[src/rtl/mips_cpu_bus_bridge.sv]
`default_nettype none
// ============================================================================
// Module      : mips_cpu_bus_bridge
// Description : Serialises a Harvard core's instruction fetch and optional
//               data access onto one Avalon-MM style bus with waitrequest,
//               and pulses the core clk_enable once per completed sequence.
// Revision    : 1.0 - initial release
// ============================================================================
module mips_cpu_bus_bridge #(
  parameter int unsigned MAX_WAIT = 0
) (
  input  logic        clk,
  input  logic        reset,
  output logic        cpu_clk_enable,
  input  logic        cpu_active,
  input  logic [31:0] cpu_instr_address,
  output logic [31:0] cpu_instr_readdata,
  input  logic [31:0] cpu_data_address,
  input  logic        cpu_data_read,
  input  logic        cpu_data_write,
  input  logic [3:0]  cpu_data_byteenable,
  input  logic [31:0] cpu_data_writedata,
  output logic [31:0] cpu_data_readdata,
  output logic [31:0] avm_address,
  output logic        avm_read,
  output logic        avm_write,
  output logic [3:0]  avm_byteenable,
  output logic [31:0] avm_writedata,
  input  logic [31:0] avm_readdata,
  input  logic        avm_waitrequest,
  output logic        bus_error
);

  localparam logic [31:0] C_MAX_WAIT = 32'(MAX_WAIT);

  typedef enum logic [1:0] {
    FETCH  = 2'd0,
    DATA   = 2'd1,
    STEP   = 2'd2,
    HALTED = 2'd3
  } state_t;

  state_t      r_state;
  state_t      w_state_next;
  logic [31:0] r_wait_cnt;
  logic [31:0] w_wait_inc;
  logic [31:0] r_instr_readdata;
  logic [31:0] r_data_readdata;
  logic        r_bus_error;
  logic        w_strobe;
  logic        w_done;
  logic        w_timeout;
  logic        w_data_req;

  assign cpu_instr_readdata = r_instr_readdata;
  assign cpu_data_readdata  = r_data_readdata;
  assign bus_error          = r_bus_error;

  // Bus strobes are decoded from the registered state and the core's live
  // (stable) request lines so the first bus cycle of a sequence starts right
  // after the stepping edge; reset gates everything off immediately.
  always_comb begin
    w_state_next   = r_state;
    cpu_clk_enable = 1'b0;
    avm_read       = 1'b0;
    avm_write      = 1'b0;
    avm_address    = 32'h0;
    avm_byteenable = 4'h0;
    avm_writedata  = 32'h0;
    w_data_req     = cpu_data_read | cpu_data_write;

    if (reset) begin
      case (r_state)
        FETCH: begin
          if (cpu_active) begin
            avm_read       = 1'b1;
            avm_address    = cpu_instr_address;
            avm_byteenable = 4'hF;
          end
        end
        DATA: begin
          if (cpu_data_write) begin
            avm_write      = 1'b1;
            avm_address    = cpu_data_address;
            avm_byteenable = cpu_data_byteenable;
            avm_writedata  = cpu_data_writedata;
          end else if (cpu_data_read) begin
            avm_read       = 1'b1;
            avm_address    = cpu_data_address;
            avm_byteenable = 4'hF;
          end
        end
        STEP:    cpu_clk_enable = 1'b1;
        default: ;
      endcase
    end

    w_strobe   = avm_read | avm_write;
    w_done     = w_strobe & ~avm_waitrequest;
    w_wait_inc = (r_wait_cnt == 32'hFFFF_FFFF) ? r_wait_cnt : r_wait_cnt + 32'd1;
    w_timeout  = (C_MAX_WAIT != 32'd0) && w_strobe && avm_waitrequest &&
                 (w_wait_inc == C_MAX_WAIT);

    case (r_state)
      FETCH: begin
        if (!cpu_active) begin
          w_state_next = HALTED;
        end else if (w_timeout) begin
          w_state_next = HALTED;
        end else if (w_done) begin
          w_state_next = w_data_req ? DATA : STEP;
        end
      end
      DATA: begin
        // A vanished request cannot complete; step rather than hang.
        if (!w_data_req) begin
          w_state_next = STEP;
        end else if (w_timeout) begin
          w_state_next = HALTED;
        end else if (w_done) begin
          w_state_next = STEP;
        end
      end
      STEP:    w_state_next = FETCH;
      default: w_state_next = HALTED;
    endcase
  end

  // State register.
  always_ff @(posedge clk or negedge reset) begin
    if (!reset) begin
      r_state <= FETCH;
    end else begin
      r_state <= w_state_next;
    end
  end

  // Consecutive-stall counter: counts stalled strobe cycles, clears otherwise.
  always_ff @(posedge clk or negedge reset) begin
    if (!reset) begin
      r_wait_cnt <= 32'h0;
    end else if (w_strobe && avm_waitrequest) begin
      r_wait_cnt <= w_wait_inc;
    end else begin
      r_wait_cnt <= 32'h0;
    end
  end

  // Latch returned words for the core and keep the timeout flag sticky.
  always_ff @(posedge clk or negedge reset) begin
    if (!reset) begin
      r_instr_readdata <= 32'h0;
      r_data_readdata  <= 32'h0;
      r_bus_error      <= 1'b0;
    end else begin
      if (w_done && (r_state == FETCH)) begin
        r_instr_readdata <= avm_readdata;
      end
      if (w_done && (r_state == DATA) && avm_read) begin
        r_data_readdata <= avm_readdata;
      end
      if (w_timeout) begin
        r_bus_error <= 1'b1;
      end
    end
  end

endmodule
`default_nettype wire

[config.mk]
export PLATFORM = sky130hd
export DESIGN_NAME = mips_cpu_bus_bridge
export DESIGN_NICKNAME = d
export VERILOG_FILES = /design/src/rtl/mips_cpu_bus_bridge.sv
export SDC_FILE = /design/constraint.sdc
export NUM_CORES = 1
export LEC_CHECK = 0
export CAP_MARGIN = 5
export CELL_PAD_IN_SITES_DETAIL_PLACEMENT = 1
export CELL_PAD_IN_SITES_GLOBAL_PLACEMENT = 1
export CORE_MARGIN = 1
export CORE_UTILIZATION = 26
export CTS_BUF_LIST = sky130_fd_sc_hd__clkbuf_4 sky130_fd_sc_hd__clkbuf_8 sky130_fd_sc_hd__clkbuf_16
export CTS_CLUSTER_SIZE = 28
export DETAILED_ROUTE_END_ITERATION = 8
export GPL_TIMING_DRIVEN = 0
export PLACE_DENSITY_LB_ADDON = 0.1
export SYNTH_ARGS = -nofsm -noshare
export SYNTH_HDL_FRONTEND = slang
export SYNTH_SLANG_ARGS = --single-unit
[constraint.sdc]
create_clock -name clk -period 5.5 [get_ports clk]
set_clock_uncertainty 0.2 [all_clocks]
set_input_delay 0.55 -clock clk [delete_from_list [all_inputs] [get_ports clk]]
set_output_delay 0.55 -clock clk [all_outputs]
set_load 0.005 [all_outputs]
==> results.toml <==
[sta]
slew_violations = 0
worst_pin_slew_ns = 0.877
finalSetupViolCount = 0
finalHoldViolations = 0
holdWs_ns = 0.148
fmax_mhz = 282
fin_ws_ns = 1.95
finalCritPeriodShare_pct = 64.5
rsz0062_at_grt = "false"
fin_crit_ns = 3.55
slew_headroom_pct = 41.5

[worst_setup_path]
crit_path_start_kind = "flip-flop"
path_class = "flip-flop to primary output"
reg2reg_depth = 7
cp-end-kind = "primary output"
crit_required_ns = 4.75
arrival_ns = 2.80
critPathMaxFanout = 10

[logic_synthesis]
ys_warn_count = 0
synth_compound_area_share_pct = 10.5
postSynthCellCount = 286
seq_area_frac_synth_pct = 47.8
ys_types = 24
synthSimpleGateAreaFrac_pct = 11.2
synth_top_family_by_area = "multiplexers"
syn-mean-instance-area_um2 = 12.1
ys_ff_latch = 66
synthXorXnorAreaFrac_pct = 0
synth_fa_ha_area_share_pct = 1.45
syn_nets = 428
synthesis.area_um2 = 3460
synthMuxAreaShare_pct = 24.7

[pwr]
leakagePower_nw = 2.67
finalPower_w = 0.00269
powerDensity_nw_per_um2 = 403
ir_drop_v = 0.000229

[global_routing]
grt_first_pass_wirelength_mm = 19.6
use_met3_pct = 6.49
antenna_found_initial = 0
met1_usage_pct = 21.9
grt_pass1_vias = 3358
grt_usage_pct = 18.9
grt_max_degree = 72
met2_usage_pct = 32.7
grt.overflow.total = 0
grt.busiest_layer = "met2"

[floorplanning]
dieArea_um2 = 13800
die_w_um = 117
core_um2 = 12800
dieHeight_um = 117
rows = 41
ios = 274
start_util_pct = 27.1

[clock_network]
cts.repair.resized = 0
cts_setup_buffers = 0
clk_path_buf_depth = 2
htree_num_levels = 3
cts.sinks = 66
cts_made_buffers = 9
worst_skew_pair.late_latency_ns = 0.32
cts_tree = "built"
cts_root_buffer = "clkbuf_16"
ctsHoldBuffers = 0
clk_pin_slew_ns = 0.05

[route]
drt_pass1_iterations = 4
drtIter0Drc = 113
routedWlPerCell_um = 18.3
vias = 3385
ant_nets = 0
wirelength_mm = 13.6
vias_per_cell = 4.54
post-route-drc-count = 0

[finish]
nFillCells = 1367
fin_util_pct = 52.2
n_antenna_cell = 0
layout_commonest_cell = "clkdlybuf4s50_1"
drive_above_1_share_pct = 14.7
fin_area_um2 = 6670
area_growth_pct = 93.0
nNetsFinal = 711
seqCellArea_um2 = 1650
multi_input_area_um2 = 1660
final_cell_mix = "271 x clkdlybuf4s50_1, 66 x dfrtp_1, 38 x and2_1"

[place]
pre_cts_slack_ns = 1.90
gp_congestion = 0.681
dpl_cell_area_um2 = 6390
hpwl_mm = 10.8
port_buffers = 272

[run]
max-cap-violations = 0

[worst_hold_path]
min_path_type = "primary input to asynchronous set/reset pin"

[outcome]
outcome = "complete, no violations"
[state kept, by name (all words and copies together) (netlist names)]
signal              cells
cpu_instr_readdata     32
cpu_data_readdata      32
r_state                 2
[cell usage after synthesis (all sizes together)]
master	number	area share (%)
mux2	64	24
and2	38	6.9
ha	4	1.4
nor2	32	3.5
conb	1	0.11
clkbuf	13	1.4
o21ai	7	1.0
and3	1	0.18
a21oi	6	0.87
a22oi	32	7.0
inv	3	0.33
mux2i	2	0.58
o21a	1	0.22
nor2b	3	0.54
a211oi	1	0.22
o211a	2	1.0
nand2	1	0.11
dfrtp	66	48
o32ai	1	0.25
buf	8	2.5
[area by class of cell]
cell class | instances | share of cell area, %
timing repair buffer | 272 | 40.8
multi-input combinational | 196 | 24.8
sequential | 66 | 24.8
clock buffer | 11 | 3.79
tap | 172 | 3.23
buffer | 21 | 2.03
clock inverter | 4 | 0.413
inverter | 3 | 0.169
[metal layers]
metal  vias to the layer above  wire (um)
met5                         -          0
met4                         0        172
met3                         9       1260
met2                       145       7020
met1                      1662       5160
li1                       1569          -
[power by group]
group	total (W)	switching [W]	internal, W
clock network	0.000525	0.000199	0.000326
registers	0.000847	0.000128	0.000719
logic	0.00132	0.000452	0.000868
total	0.00269	0.000778	0.00191
[critical path: stages, from the launching register on]
cell	delay, ns
dfrtp_1	0.37
inv_1	0.09
ha_1	0.20
clkbuf_1	0.22
o21ai_1	0.57
clkbuf_1	0.44
nor2_1	0.11
clkdlybuf4s50_1	0.48
[per-stage QoR]
stage | instances | TNS (ns)
after CTS | 745 | 0
final | 745 | 0
after detailed placement | 730 | 0
after global placement | 730 | -24.10
after floorplan | 286 | 0
after global routing | 745 | 0
[path summary, 6_finish.rpt]
check | startpoint | to | slack, ns
worst max register to register | r_state[0] | cpu_data_readdata[6] | 3.34
max in group asynchronous | reset | cpu_data_readdata[6] | 4.38
min in group clk | cpu_instr_readdata[5] | cpu_instr_readdata[5] | 0.28
worst min register to register | cpu_instr_readdata[5] | cpu_instr_readdata[5] | 0.28
worst max-delay path | r_state[1] | avm_address[28] | 1.95
worst min-delay path | reset | cpu_instr_readdata[17] | 0.15
[cells by family (layout without fill, tap and decap cells)]
family          after synthesis  count (layout)
fa+ha+maj                     4               4
flops                        66              66
mux                          66              66
other cells                   1               1
buf+inv                      24             311
compound gates               50              50
simple gates                 75              75
Note: power is estimated with default switching activity, not from simulation.
